$ cat config.mk
export PLATFORM = sky130hd
export DESIGN_NAME = mem_arbiter
export DESIGN_NICKNAME = d
export VERILOG_FILES = /design/src/rtl/mem_arbiter.sv
export SDC_FILE = /design/constraint.sdc
export NUM_CORES = 1
export LEC_CHECK = 0
export CAP_MARGIN = 10
export CORE_AREA = 2 2 175 177
export CTS_CLUSTER_SIZE = 25
export DETAILED_ROUTE_END_ITERATION = 8
export DIE_AREA = 0 0 177 179
export PLACE_DENSITY = 0.55
export SLEW_MARGIN = 25
export SYNTH_ARGS = -nofsm -noshare
export SYNTH_HDL_FRONTEND = slang
export SYNTH_SLANG_ARGS = --single-unit
$ cat constraint.sdc
create_clock -name clock -period 6.03 [get_ports clock]
set_clock_uncertainty 0.15 [all_clocks]
set_input_delay 0.9045 -clock clock [delete_from_list [all_inputs] [get_ports clock]]
set_output_delay 0.9045 -clock clock [all_outputs]
set_load 0.02 [all_outputs]
$ cat src/rtl/mem_arbiter.sv
// mem_arbiter: shares the tagged memory port between icache and dcache and routes returns by owner; MEM_ARB_STATS_EN adds grant/conflict counters
module mem_arbiter #(
  parameter int XLEN = 32,
  parameter int TAG_W = 4,
  parameter int STARVE_LIMIT = 4
) (
  input  logic clock,
  input  logic reset,
  input  logic [1:0] proc2Imem_command,
  input  logic [XLEN-1:0] proc2Imem_addr,
  output logic [TAG_W-1:0] Imem2proc_response,
  output logic [63:0] Imem2proc_data,
  output logic [TAG_W-1:0] Imem2proc_tag,
  input  logic [1:0] proc2Dmem_command,
  input  logic [XLEN-1:0] proc2Dmem_addr,
  input  logic [63:0] proc2Dmem_data,
  output logic [TAG_W-1:0] Dmem2proc_response,
  output logic [63:0] Dmem2proc_data,
  output logic [TAG_W-1:0] Dmem2proc_tag,
  output logic [1:0] proc2mem_command,
  output logic [XLEN-1:0] proc2mem_addr,
  output logic [63:0] proc2mem_data,
  input  logic [TAG_W-1:0] mem2proc_response,
  input  logic [63:0] mem2proc_data,
  input  logic [TAG_W-1:0] mem2proc_tag,
  output logic stray_tag
`ifdef MEM_ARB_STATS_EN
  ,
  output logic [31:0] icache_grants,
  output logic [31:0] dcache_grants,
  output logic [31:0] conflict_cycles
`endif
);
  localparam int CW = $clog2(STARVE_LIMIT + 1);
  localparam logic [CW-1:0] LIMIT = CW'(STARVE_LIMIT);
  logic [CW-1:0] starve_cnt;
  logic [2**TAG_W-1:0] valid, owner;
  logic i_act, d_act, gnt_i, gnt_d, accepted, hit, load_acc;
  // requests are masked during reset so every output falls to zero
  always_comb begin
    i_act = !reset && proc2Imem_command != 2'd0;
    d_act = !reset && proc2Dmem_command != 2'd0;
    gnt_d = d_act && !(i_act && starve_cnt == LIMIT);
    gnt_i = i_act && !gnt_d;
    accepted = mem2proc_response != '0;
    proc2mem_command = gnt_d ? proc2Dmem_command : gnt_i ? proc2Imem_command : 2'd0;
    proc2mem_addr = gnt_d ? proc2Dmem_addr : gnt_i ? proc2Imem_addr : '0;
    proc2mem_data = gnt_d ? proc2Dmem_data : '0;
    load_acc = accepted && proc2mem_command == 2'd1;
    Imem2proc_response = gnt_i ? mem2proc_response : '0;
    Dmem2proc_response = gnt_d ? mem2proc_response : '0;
    hit = !reset && mem2proc_tag != '0 && valid[mem2proc_tag];
    stray_tag = !reset && mem2proc_tag != '0 && !valid[mem2proc_tag];
    Imem2proc_tag = (hit && !owner[mem2proc_tag]) ? mem2proc_tag : '0;
    Imem2proc_data = (hit && !owner[mem2proc_tag]) ? mem2proc_data : '0;
    Dmem2proc_tag = (hit && owner[mem2proc_tag]) ? mem2proc_tag : '0;
    Dmem2proc_data = (hit && owner[mem2proc_tag]) ? mem2proc_data : '0;
  end
  // owner table retires a returning tag before recording a new accept, so a reused tag keeps its new owner
  always_ff @(posedge clock) begin
    if (reset) begin
      valid <= '0;
      owner <= '0;
      starve_cnt <= '0;
    end else begin
      if (hit) valid[mem2proc_tag] <= 1'b0;
      if (load_acc) begin
        valid[mem2proc_response] <= 1'b1;
        owner[mem2proc_response] <= gnt_d;
      end
      starve_cnt <= (!i_act || (gnt_i && accepted)) ? '0 : (starve_cnt == LIMIT) ? starve_cnt : starve_cnt + 1'b1;
    end
  end
`ifdef MEM_ARB_STATS_EN
  // free-running wrap-around activity counters
  always_ff @(posedge clock) begin
    if (reset) begin
      icache_grants <= '0;
      dcache_grants <= '0;
      conflict_cycles <= '0;
    end else begin
      if (gnt_i && accepted) icache_grants <= icache_grants + 1'b1;
      if (gnt_d && accepted) dcache_grants <= dcache_grants + 1'b1;
      if (i_act && d_act) conflict_cycles <= conflict_cycles + 1'b1;
    end
  end
`endif
endmodule

* Yosys cells after proc, flatten, opt, wreduce, memory -nomap -nowiden
Cells that the tools add are included.
Storage, ports and cells: output and inout bits 243, word-level logic and storage cells 62, register bits 35, input port bits 206
Operators by class: mux-type cells 23, reduce and logical (&&, ||, !) cells 26, $lt $le $gt $ge 4, add/sub/neg operators 1, equal/unequal tests 2, bitwise operators 3
Operators with widths (number):
- 64-bit 2-to-1 mux | 3
- 32-bit 2-to-1 mux | 2
- 16-bit 2-to-1 mux | 3
- 16-bit AND | 1
- 16-bit bitwise mux | 1
- 4-bit 2-to-1 mux | 4
- 16-bit NOT | 1
- 16-bit OR | 1
- 1-bit logical AND | 14
- 4-bit by 5-bit < comparator with 1-bit output, second input constant | 2
- 1-bit binary-select mux with 4-bit select | 2
- 1-bit demux with 4-bit select | 2
- 4-bit by 1-bit greater-or-equal comparator with 1-bit output, second input constant | 2
- 4-bit nonzero test | 2
- 1-bit logical NOT | 6
- 1-bit 2-to-1 mux | 4
- 2-bit 2-to-1 mux | 2
- 2-bit nonzero test | 2
- 3-bit by 1-bit adder with 3-bit output, second input constant | 1
- 3-bit == test, second input constant | 1
- 2-bit by 1-bit == test with 1-bit output, second input constant | 1
- 2-bit OR reduction | 1
- 1-bit logical OR | 1

* Longest topological paths before layout
Gate-level depths: netlist of run 1.
depth in word-level cells 12, mapped depth 8, mapped depth without buffers 7

* Worst setup path before layout of run 1
Ideal clock, no wire load.
path kind input -> output, from in mem2proc_tag[0], to out Dmem2proc_data[14], arrival time 2488 ps, required time 4975 ps, stages 8, slack 2488 ps, cell sequence buf_6 buf_12 mux2i_1 a22o_1 o31ai_4 buf_6 nand2_1 nor2_1
On the way: longest elaborated chain between the ends 5
RTL lines:
- from (decl) | RTL line 25 | input logic [TAG_W-1:0] mem2proc_tag,
- 1-bit binary-select mux with 4-bit select / 4-bit nonzero test (equally long branches) | RTL line 52 | hit = !reset && mem2proc_tag != '0 && valid[mem2proc_tag];
- 1-bit 2-to-1 mux (implied by the code) / 1-bit logical AND (equally long branches) | RTL line 52
- 1-bit logical AND | RTL line 52
- 1-bit logical AND (*) | RTL line 57 | Dmem2proc_data = (hit && owner[mem2proc_tag]) ? mem2proc_data : '0;
- 64-bit 2-to-1 mux (*) | RTL line 57
- to (decl) | RTL line 18 | output logic [63:0] Dmem2proc_data,
Every way passes the cells marked *; elsewhere a longest branch is shown, timed or not. The select of a mux whose other input is x is not followed.

* Worst setup path in the final report of run 1
from in mem2proc_tag[0], to out Dmem2proc_data[63]
Same word-level chain as after synthesis.

==> results of run 1 <==
[cell type report]
cell class	instances	area, um^2
Sequential cell	35	701
Inverter	2	7.51
Clock inverter	1	5.00
Clock buffer	7	133
Fill cell	3302	21200
Timing Repair Buffer	462	4600
Multi-Input combinational cell	538	2850
Tap cell	396	495
[state kept, by name, indices dropped and copies added, names as in the netlist]
signal and flops:
owner 16, valid 16, starve_cnt 3
[logic make-up after synthesis]
| group | Yosys count |
|---|---|
| xor+xnor | 1 |
| simple gates | 466 |
| buf+inv | 60 |
| mux | 26 |
| flops | 35 |
| fa+ha+maj | 2 |
| compound gates | 43 |
[metrics by stage]
stage	worst slack [ns]	std cells	total power, uW	cell area [um^2]	hold WS (ns)
after floorplan	2.49	633	427	3850	0.280
after global placement	0.731	1433	716	8660	0.308
after detailed placement	0.655	1433	716	8660	0.315
after CTS	0.638	1441	962	8790	0.326
after global routing	0.469	1441	990	8790	0.339
final	0.733	1441	948	8790	0.325
[how the worst max path moves through the flow]
stage | depth (start not counted) | endpoint | startpoint | slack [ns]
after floorplan | 8 | Dmem2proc_data[14] | mem2proc_tag[0] | 2.49
after global placement | 8 | Dmem2proc_data[63] | mem2proc_tag[0] | 0.73
after detailed placement | 8 | Dmem2proc_data[63] | mem2proc_tag[0] | 0.65
after CTS | 8 | Dmem2proc_data[63] | mem2proc_tag[0] | 0.64
after global routing | 8 | Dmem2proc_data[63] | mem2proc_tag[0] | 0.47
final | 8 | Dmem2proc_data[63] | mem2proc_tag[0] | 0.73
[cells in the mapped netlist, drive strengths merged, types with 17 or more instances]
cell type  count  area (um^2)
buf           23          189
nand2        153          609
o21ai         19         95.1
nor2         142          533
dfxtp         35          701
nand2b        21          131
and2          68          425
nand3         39          195
clkbuf        35          131
mux2i         18          180
a21oi         17         85.1
[critical path, stage by stage]
cell             delay [ns]
clkdlybuf4s50_1        0.82
mux2i_1                0.14
a22o_1                 0.26
o31ai_4                0.74
buf_4                  0.44
nand2_1                0.13
nor2_1                 0.15
clkdlybuf4s50_1        0.62
[per-layer routing]
| layer | track usage (%) | wire length (um) | share of wire [%] | vias to the layer above |
|---|---|---|---|---|
| li1 | - | - | - | 2861 |
| met1 | 13.9 | 8730 | 37 | 2576 |
| met2 | 25.3 | 11800 | 51 | 297 |
| met3 | 3.75 | 2270 | 9.7 | 20 |
| met4 | 3.82 | 476 | 2.0 | 0 |
| met5 | 0 | 0 | 0 | - |
[power groups by stage]
| stage | combinational [uW] | sequential [uW] | clock [uW] |
|---|---|---|---|
| 3_3_place_gp | 477 | 240 | 0 |
| 2_1_floorplan | 188 | 239 | 0 |
| 5_1_grt | 499 | 235 | 256 |
| 4_1_cts | 478 | 235 | 249 |
| 3_5_place_dp | 477 | 240 | 0 |
| 6_report | 470 | 235 | 243 |
==> results_dict.tcl, run 1 <==
set metrics [dict create \
    ctsHoldBuffers 0 \
    postCtsSetupBuffers 0 \
    worst_pin_slew_ns 1.03 \
    cts_resized 0 \
    status "finished, final reports clean" \
    cts_tree "built" \
    synth-edff-count 0 \
    relSlewSlack_pct 31.6 \
    synth.cell_area_mm2 0.00385 \
    power_switching_uw 311 \
    grt_pass1_wl_mm 31.6 \
    clockRootBuffer "clkbuf_16" \
    first_pass_iters 6 \
    leakage_uw 0.00341 \
    clk_pin_slew_ns 0.05 \
    vias 5754 \
    hpwlAfterDp_mm 20.1 \
    globalRoute.totalOverflow 0 \
    syn_to_final_growth_pct 128 \
    clk_path_buf_depth 2 \
    seqPwrFrac_pct 24.8 \
    die_h_um 179 \
    whs_endpoint "valid[0]" \
    ys_ff_latch 35 \
    async_flop_share_pct 0 \
    syn_nets 841 \
    p_per_area_mw_per_mm2 108 \
    synthCells 633 \
    clkSinkCount 35 \
    p_int_uw 637 \
    final_common_cell "clkdlybuf4s50_1" \
    start_util_pct 12.8 \
    htree_num_levels 2 \
    grt_start_max_net_pins 104 \
    gp_congestion 0.793 \
    tns_ns 0 \
    grt_pass1_vias 5351 \
    maxCapViolCount 0 \
    synth_warnings 0 \
    critical_path_class "in2out" \
    required_ns 4.98 \
    routed_wl_mm 23.3 \
    p_sw_share_pct 32.8 \
    crit_arrival_ns 4.24 \
    synth.avg_cell_area_um2 6.08 \
    start_kind "input port" \
    post-route-util_pct 29.3 \
    avgRoutedWirePerCell_um 16.2 \
    port_buffers 448 \
    grt_use_total_pct 13.2 \
    slew_viol_final 0 \
    diodes 0 \
    pwr-share-clk_pct 25.6 \
    min_from "valid[0]" \
    dieArea_mm2 0.0317 \
    rsz0062_at_grt "no" \
    post-route-period-util_pct 87.8 \
    drc_errors 0 \
    r2r_cells 6 \
    yosys.area_share.simple_pct 56.3 \
    ant_nets 0 \
    synth-compound-area-share_pct 6.89 \
    synthFlopType "dfxtp_1" \
    pwr-share-comb_pct 49.6 \
    hold_class "reg2reg" \
    fmax_ghz 0.189 \
    layout.nets 1252 \
    seq_area_frac_synth_pct 18.2 \
    antenna_found_initial 1 \
    period_minus_slack_ns 5.30 \
    rows 64 \
    worstReg2RegEnd "starve_cnt[2]" \
    hold_violations 0 \
    peakVddDrop_mv 0.0946 \
    viasPerCell 3.99 \
    synth_top_family_by_area "simple AND/OR/NAND/NOR gates" \
    worst_setup_path_end_kind "output port" \
    ff2ff_setup_slack_ns 3.57 \
    core_mm2 0.0300 \
    min_path_cells 1 \
    setup_viol 0 \
    synthAdderAreaFrac_pct 0.650 \
    synth_xor_area_share_pct 0.227 \
    synthMuxAreaShare_pct 9.26 \
    drive_gt1_share_pct 4.50 \
    die_w_um 177 \
    final_cell_mix "448 x clkdlybuf4s50_1, 141 x nor2_1, 139 x nand2_1" \
    io-pin-count 449 \
    cts_inserted_buffers 5 \
    clock_latency_ns 0.28 \
    path_max_fanout 31 \
    drt_iter0_drc 140 \
    ys_types 42 \
    r2r_start "starve_cnt[0]" \
]
No activity file was read; power rests on OpenSTA's default activity.
==> run 2: changes to the inputs <==
--- a/config.mk
+++ b/config.mk
@@ -5,12 +5,13 @@
 export SDC_FILE = /design/constraint.sdc
 export NUM_CORES = 1
 export LEC_CHECK = 0
-export CAP_MARGIN = 10
-export CORE_AREA = 2 2 175 177
+export ABC_AREA = 1
+export CAP_MARGIN = 20
+export CORE_AREA = 2 2 176 178
 export CTS_CLUSTER_SIZE = 25
 export DETAILED_ROUTE_END_ITERATION = 8
-export DIE_AREA = 0 0 177 179
-export PLACE_DENSITY = 0.55
+export DIE_AREA = 0 0 178 180
+export PLACE_DENSITY = 0.54
 export SLEW_MARGIN = 25
 export SYNTH_ARGS = -nofsm -noshare
 export SYNTH_HDL_FRONTEND = slang
==> run 2 against run 1 <==
  * Register-to-register slack lost 0.82 ns
  * Fmax is 6.5% higher
  * Synthesized cell count up 27%
  * Cell count up 13%
  * Routed wire length is 2.6% lower
  * Final area grew 0.85%
  * Power increased by 2.5%
  * Via count increased by 7.5%
  * Sequential power barely moved
  * Sequential cell count unchanged
  * Setup slack better by 0.32 ns
==> results_dict.tcl, run 2 <==
set metrics [dict create \
    status "finished, final reports clean" \
    gp_congestion 0.902 \
    layout.nets 1430 \
    nFillCells 3391 \
    critical_path_class "in2out" \
    timing.critical_path.buf_inv 4 \
    maxCapViolCount 0 \
    power_switching_uw 317 \
    finalPower_uw 971 \
    relSlewSlack_pct 43.4 \
    drc_errors 0 \
    path_max_fanout 50 \
    seqPwrFrac_pct 24.4 \
    io-pin-count 449 \
    setup_viol 0 \
    start_kind "input port" \
    routed_wl_mm 22.7 \
    grt_start_max_net_pins 68 \
    period_minus_slack_ns 4.97 \
    hold_violations 0 \
    post-route-period-util_pct 82.5 \
    clk_pin_slew_ns 0.06 \
    leakage_uw 0.00401 \
    yosysTopAreaCellShare_pct 26.0 \
    final_cell_mix "448 x clkdlybuf4s50_1, 268 x nor2_1, 177 x nand2_1" \
    grt_use_total_pct 13.3 \
    synth_warnings 0 \
    worst_pin_slew_ns 0.847 \
    port_buffers 448 \
    ys_ff_latch 35 \
    hold_class "reg2reg" \
    worst_setup_path_end_kind "output port" \
    pwr-share-comb_pct 45.3 \
    cp_cell_sequence "clkdlybuf4s50_1 -> inv_2 -> nor2_2 -> a22oi_1 -> nand2_1 -> nand2_1 -> nand2_1 -> o21ai_4 -> buf_4 -> nor2_1 -> clkdlybuf4s50_1" \
    peakVddDrop_mv 0.125 \
    tns_ns 0 \
    ant_nets 0 \
    cp_slowest_cell "clkdlybuf4s50_1" \
    antenna_found_initial 3 \
    grt_pass1_wl_mm 33.7 \
    die_h_um 180 \
    ys_top_cells_by_count "269 x nor2_1, 178 x nand2_1, 152 x inv_1, 64 x nand3_1, 35 x dfxtp_1" \
    synthFlopType "dfxtp_1" \
    pwr-share-clk_pct 30.3 \
    cts_resized 0 \
    yosysMostFrequentCell "nor2_1" \
    required_ns 4.98 \
    drive_gt1_share_pct 2.62 \
    async_flop_share_pct 0 \
    crit_path_frequent_cell "nand2_1" \
    start_util_pct 12.9 \
    core_mm2 0.0302 \
    final_common_cell "clkdlybuf4s50_1" \
    p_per_area_mw_per_mm2 110 \
    rows 64 \
    post_dp_cell_area_mm2 0.00869 \
    postCtsSetupBuffers 0 \
    cts_inserted_buffers 5 \
    synthCells 804 \
    hpwlAfterDp_mm 19.7 \
    synth.avg_cell_area_um2 4.83 \
    clk_path_buf_depth 2 \
    htree_num_levels 2 \
    seq_area_frac_synth_pct 18.0 \
    synth.area.top_cells "nor2_1 26%, dfxtp_1 18%, nand2_1 17%" \
    synth-edff-count 0 \
    top_regs "owner x16, valid x16, starve_cnt x3" \
    cpPeakStageDelay_ns 0.62 \
    ys_types 23 \
    clockRootBuffer "clkbuf_16" \
    fin_area_mm2 0.00887 \
    avgRoutedWirePerCell_um 14.0 \
    dieArea_mm2 0.0320 \
    syn_to_final_growth_pct 128 \
    rsz0062_at_grt "no" \
    synth.cell_area_mm2 0.00389 \
    p_sw_share_pct 32.6 \
    ctsHoldBuffers 0 \
    cts_tree "built" \
    die_w_um 178 \
    globalRoute.totalOverflow 0 \
    slew_viol_final 0 \
    clkSinkCount 35 \
    yosysTopAreaCell "nor2_1" \
    clock_latency_ns 0.28 \
    grt_pass1_vias 6080 \
    first_pass_iters 4 \
    viasPerCell 3.81 \
    crit_arrival_ns 3.92 \
    fmax_ghz 0.201 \
    cp_top_family "buffers and inverters" \
    p_int_uw 655 \
    vias 6186 \
    drt_iter0_drc 225 \
    syn_nets 1012 \
]
==> run 2: stage by stage <==
stage	instances	setup slack [ns]	hold WS (ns)	utilization, %
floorplan	804	2.68	0.253	-
global placement	1611	1.17	0.275	28.8
detailed placement	1611	1.07	0.277	28.8
CTS	1619	1.06	0.287	29.4
global route	1621	0.763	0.309	29.4
finish	1622	1.06	0.281	29.4
==> run 2: cell type report <==
cell class | count | area, um^2 | share of cell area [%]
Clock buffer | 5 | 125 | 1.41
Multi-Input combinational cell | 567 | 2370 | 26.7
Inverter | 158 | 593 | 6.69
Timing Repair Buffer | 455 | 4540 | 51.2
Tap cell | 396 | 495 | 5.59
Clock inverter | 3 | 43.8 | 0.494
Antenna cell | 3 | 7.51 | 0.0847
Sequential cell | 35 | 701 | 7.90
==> run 2: logic make-up after synthesis <==
family,count (synthesis),synth area share [%]
and+or+nand+nor,518,52.7
buffers and inverters,202,21.4
AOI/OAI and AO/OA,46,7.02
DFF,35,18.0
adders and majority gates,2,0.644
xor gates and xnor gates,1,0.225
==> run 2: path summary, 6_finish.rpt <==
| path | start | depth (start not counted) | end | slack [ns] |
|---|---|---|---|---|
| max | mem2proc_tag[0] | 11 | Dmem2proc_data[22] | 1.06 |
| min | valid[0] | 2 | valid[0] | 0.28 |
| max reg2reg | starve_cnt[0] | 10 | valid[9] | 2.75 |
| min reg2reg | valid[0] | 2 | valid[0] | 0.28 |
==> run 2: metal layers <==
metal | track usage (%) | vias up | share of wire, %
met1 | 14.2 | 2650 | 37
met4 | 2.95 | 2 | 1.6
met5 | 0 | - | 0.057
li1 | - | 3179 | -
met3 | 3.07 | 22 | 9.7
met2 | 25.9 | 333 | 52
==> run 2: power by group through the flow <==
stage          Combinational (uW)  Sequential, uW  Clock, uW
6_report                      440             237        295
5_1_grt                       474             237        310
2_1_floorplan                 176             241          0
3_5_place_dp                  444             242          0
4_1_cts                       446             237        299
3_3_place_gp                  443             242          0
==> run 2: worst min-delay path, cell delays in order, from the launching register on <==
cell,delay [ns]
dfxtp_1,0.31
inv_1,0.05
nor2_1,0.03
==> run 3: changes to the inputs <==
--- a/config.mk
+++ b/config.mk
@@ -7,10 +7,10 @@
 export LEC_CHECK = 0
 export ABC_AREA = 1
 export CAP_MARGIN = 20
-export CORE_AREA = 2 2 176 178
+export CORE_AREA = 2 2 177 179
 export CTS_CLUSTER_SIZE = 25
 export DETAILED_ROUTE_END_ITERATION = 8
-export DIE_AREA = 0 0 178 180
+export DIE_AREA = 0 0 179 181
 export PLACE_DENSITY = 0.54
 export SLEW_MARGIN = 25
 export SYNTH_ARGS = -nofsm -noshare
==> constraint.sdc (replaced) <==
create_clock -name clock -period 4.9 [get_ports clock]
set_clock_uncertainty 0.15 [all_clocks]
set_input_delay 0.735 -clock clock [delete_from_list [all_inputs] [get_ports clock]]
set_output_delay 0.735 -clock clock [all_outputs]
set_load 0.02 [all_outputs]
==> run 3 against run 2 <==
  * Sequential power rose by 23%
  * Power rose by 17%
  * Sequential cell count did not move
  * Setup slack got worse by 0.69 ns
  * Critical endpoint is now Imem2proc_data[22]
==> results_dict.tcl, run 3 (synthesized netlist as in run 2, its figures left out) <==
set metrics [dict create \
    status "finished, final reports clean" \
    start_kind "input port" \
    rsz0062_at_grt "no" \
    clockRootBuffer "clkbuf_16" \
    whs_endpoint "owner[0]" \
    rows 64 \
    ant_nets 0 \
    grt_use_total_pct 13.1 \
    worst_setup_path_end_kind "output port" \
    top_regs "owner x16, valid x16, starve_cnt x3" \
    seqPwrFrac_pct 25.6 \
    ctsHoldBuffers 0 \
    slew_viol_final 0 \
    grt_start_max_net_pins 118 \
    postCtsSetupBuffers 0 \
    avgRoutedWirePerCell_um 14.0 \
    globalRoute.totalOverflow 0 \
    grt_pass1_vias 6024 \
    fin_ws_ns 0.364 \
    syn_to_final_growth_pct 128 \
    cts_inserted_buffers 5 \
    core_mm2 0.0303 \
    layout.nets 1431 \
    crit_arrival_ns 3.65 \
    setup_viol 0 \
    fin_cells 1620 \
    place_ws_ns 0.387 \
    finalHoldWorstSlack_ns 0.290 \
    relSlewSlack_pct 44.2 \
    cpPeakStageDelay_ns 0.68 \
    leakage_uw 0.00401 \
    place_inst 1612 \
    post_dp_cell_area_mm2 0.00872 \
    drt_iter0_drc 207 \
    p_sw_share_pct 33.8 \
    p_per_area_mw_per_mm2 128 \
    min_path_cells 2 \
    r2r_start "starve_cnt[0]" \
    first_pass_iters 5 \
    clock_latency_ns 0.28 \
    p_int_uw 754 \
    htree_num_levels 2 \
    final_common_cell "clkdlybuf4s50_1" \
    die_w_um 179 \
    worstReg2RegEnd "valid[1]" \
    required_ns 4.01 \
    clk_pin_slew_ns 0.06 \
    dieArea_mm2 0.0324 \
    cts_resized 0 \
    peakVddDrop_mv 0.0993 \
    fin_area_mm2 0.00887 \
    r2r_cells 11 \
    gp_congestion 0.862 \
    diodes 0 \
    die_h_um 181 \
    maxCapViolCount 0 \
    worst_pin_slew_ns 0.836 \
    pwr-share-comb_pct 47.4 \
    tns_ns 0 \
    grt_pass1_wl_mm 33.2 \
    start_util_pct 12.8 \
    ff2ff_setup_slack_ns 1.91 \
    power_switching_uw 384 \
    viasPerCell 3.84 \
    port_buffers 448 \
    critical_path_class "in2out" \
    final_cell_mix "448 x clkdlybuf4s50_1, 268 x nor2_1, 177 x nand2_1" \
    cts_tree "built" \
    routed_wl_mm 22.7 \
    hold_class "reg2reg" \
    pwr-share-clk_pct 27.0 \
    fmax_ghz 0.220 \
    cp_cell_sequence "clkdlybuf4s50_1 -> inv_2 -> nor2_1 -> a22oi_1 -> nand2_1 -> nand2_1 -> nand2_1 -> nor2_1 -> nand2_2 -> buf_4 -> nor2_1 -> clkdlybuf4s50_1" \
    timing.critical_path.buf_inv 4 \
    io-pin-count 449 \
    hpwlAfterDp_mm 19.7 \
    clkSinkCount 35 \
    post-route-period-util_pct 92.6 \
    antenna_found_initial 2 \
    nFillCells 3408 \
    drive_gt1_share_pct 2.70 \
    path_max_fanout 66 \
    hold_violations 0 \
    drc_errors 0 \
    clk_path_buf_depth 2 \
    cp_slowest_cell "clkdlybuf4s50_1" \
    vias 6222 \
    min_from "owner[0]" \
    period_minus_slack_ns 4.54 \
    cp_top_family "buffers and inverters" \
]
run 3: changes by cell type in the layout (fill, tap and decap cells not counted), sizes merged:
| cell | delta |
|---|---|
| diode | -3 |
| clkinvlp | +2 |
| buf | +1 |
| bufinv | -1 |
| clkinv | -1 |
run 3: through the flow:
step | utilization (%) | total power (uW)
4_1_cts | 29.2 | 1160
2_1_floorplan | - | 513
3_5_place_dp | 28.7 | 845
3_3_place_gp | 28.7 | 843
5_1_grt | 29.2 | 1210
6_report | 29.2 | 1140
run 3: area by class of cell:
class                           instances  area [um^2]  share of cell area, %
Timing Repair Buffer                  456         4570                   51.5
Multi-Input combinational cell        567         2370                   26.7
Sequential cell                        35          701                   7.90
Inverter                              158          593                   6.69
Tap cell                              396          495                   5.59
Clock buffer                            5          125                   1.41
Clock inverter                          3         20.0                  0.226
run 3: layer usage:
metal,vias up,track usage [%],part of all wire (%)
met1,2705,13.1,36
met3,20,3.45,11
met2,317,26.8,53
li1,3180,-,-
met4,0,1.79,1.1
met5,-,0,0
run 3: how the worst max path moves through the flow:
stage                     cells past startpoint  slack, ns            start                 end
after detailed placement                     12       0.39  mem2proc_tag[0]  Imem2proc_data[22]
after floorplan                              12       1.89  mem2proc_tag[1]  Imem2proc_data[43]
after global placement                       12       0.45  mem2proc_tag[1]  Imem2proc_data[20]
after global routing                         12       0.13  mem2proc_tag[1]  Imem2proc_data[38]
final                                        12       0.36  mem2proc_tag[1]  Imem2proc_data[22]
after CTS                                    12       0.38  mem2proc_tag[0]  Imem2proc_data[22]
run 3: power groups by stage:
| stage | logic (uW) | registers [uW] | clock network (uW) |
|---|---|---|---|
| 6_report | 540 | 291 | 307 |
| 5_1_grt | 584 | 291 | 332 |
| 4_1_cts | 549 | 291 | 317 |
| 3_5_place_dp | 547 | 297 | 0 |
| 3_3_place_gp | 546 | 297 | 0 |
| 2_1_floorplan | 217 | 296 | 0 |
run 3: worst reg2reg max path, stage by stage (launching register included):
cell and delay [ns]:
dfxtp_1 0.32, inv_1 0.08, ha_1 0.14, nand2_1 0.15
o21ai_4 0.23, buf_12 0.40, nand3_1 0.17, nand2_2 0.15
nand2_1 0.10, nor2_4 0.64, nand2_1 0.20, a21oi_1 0.19
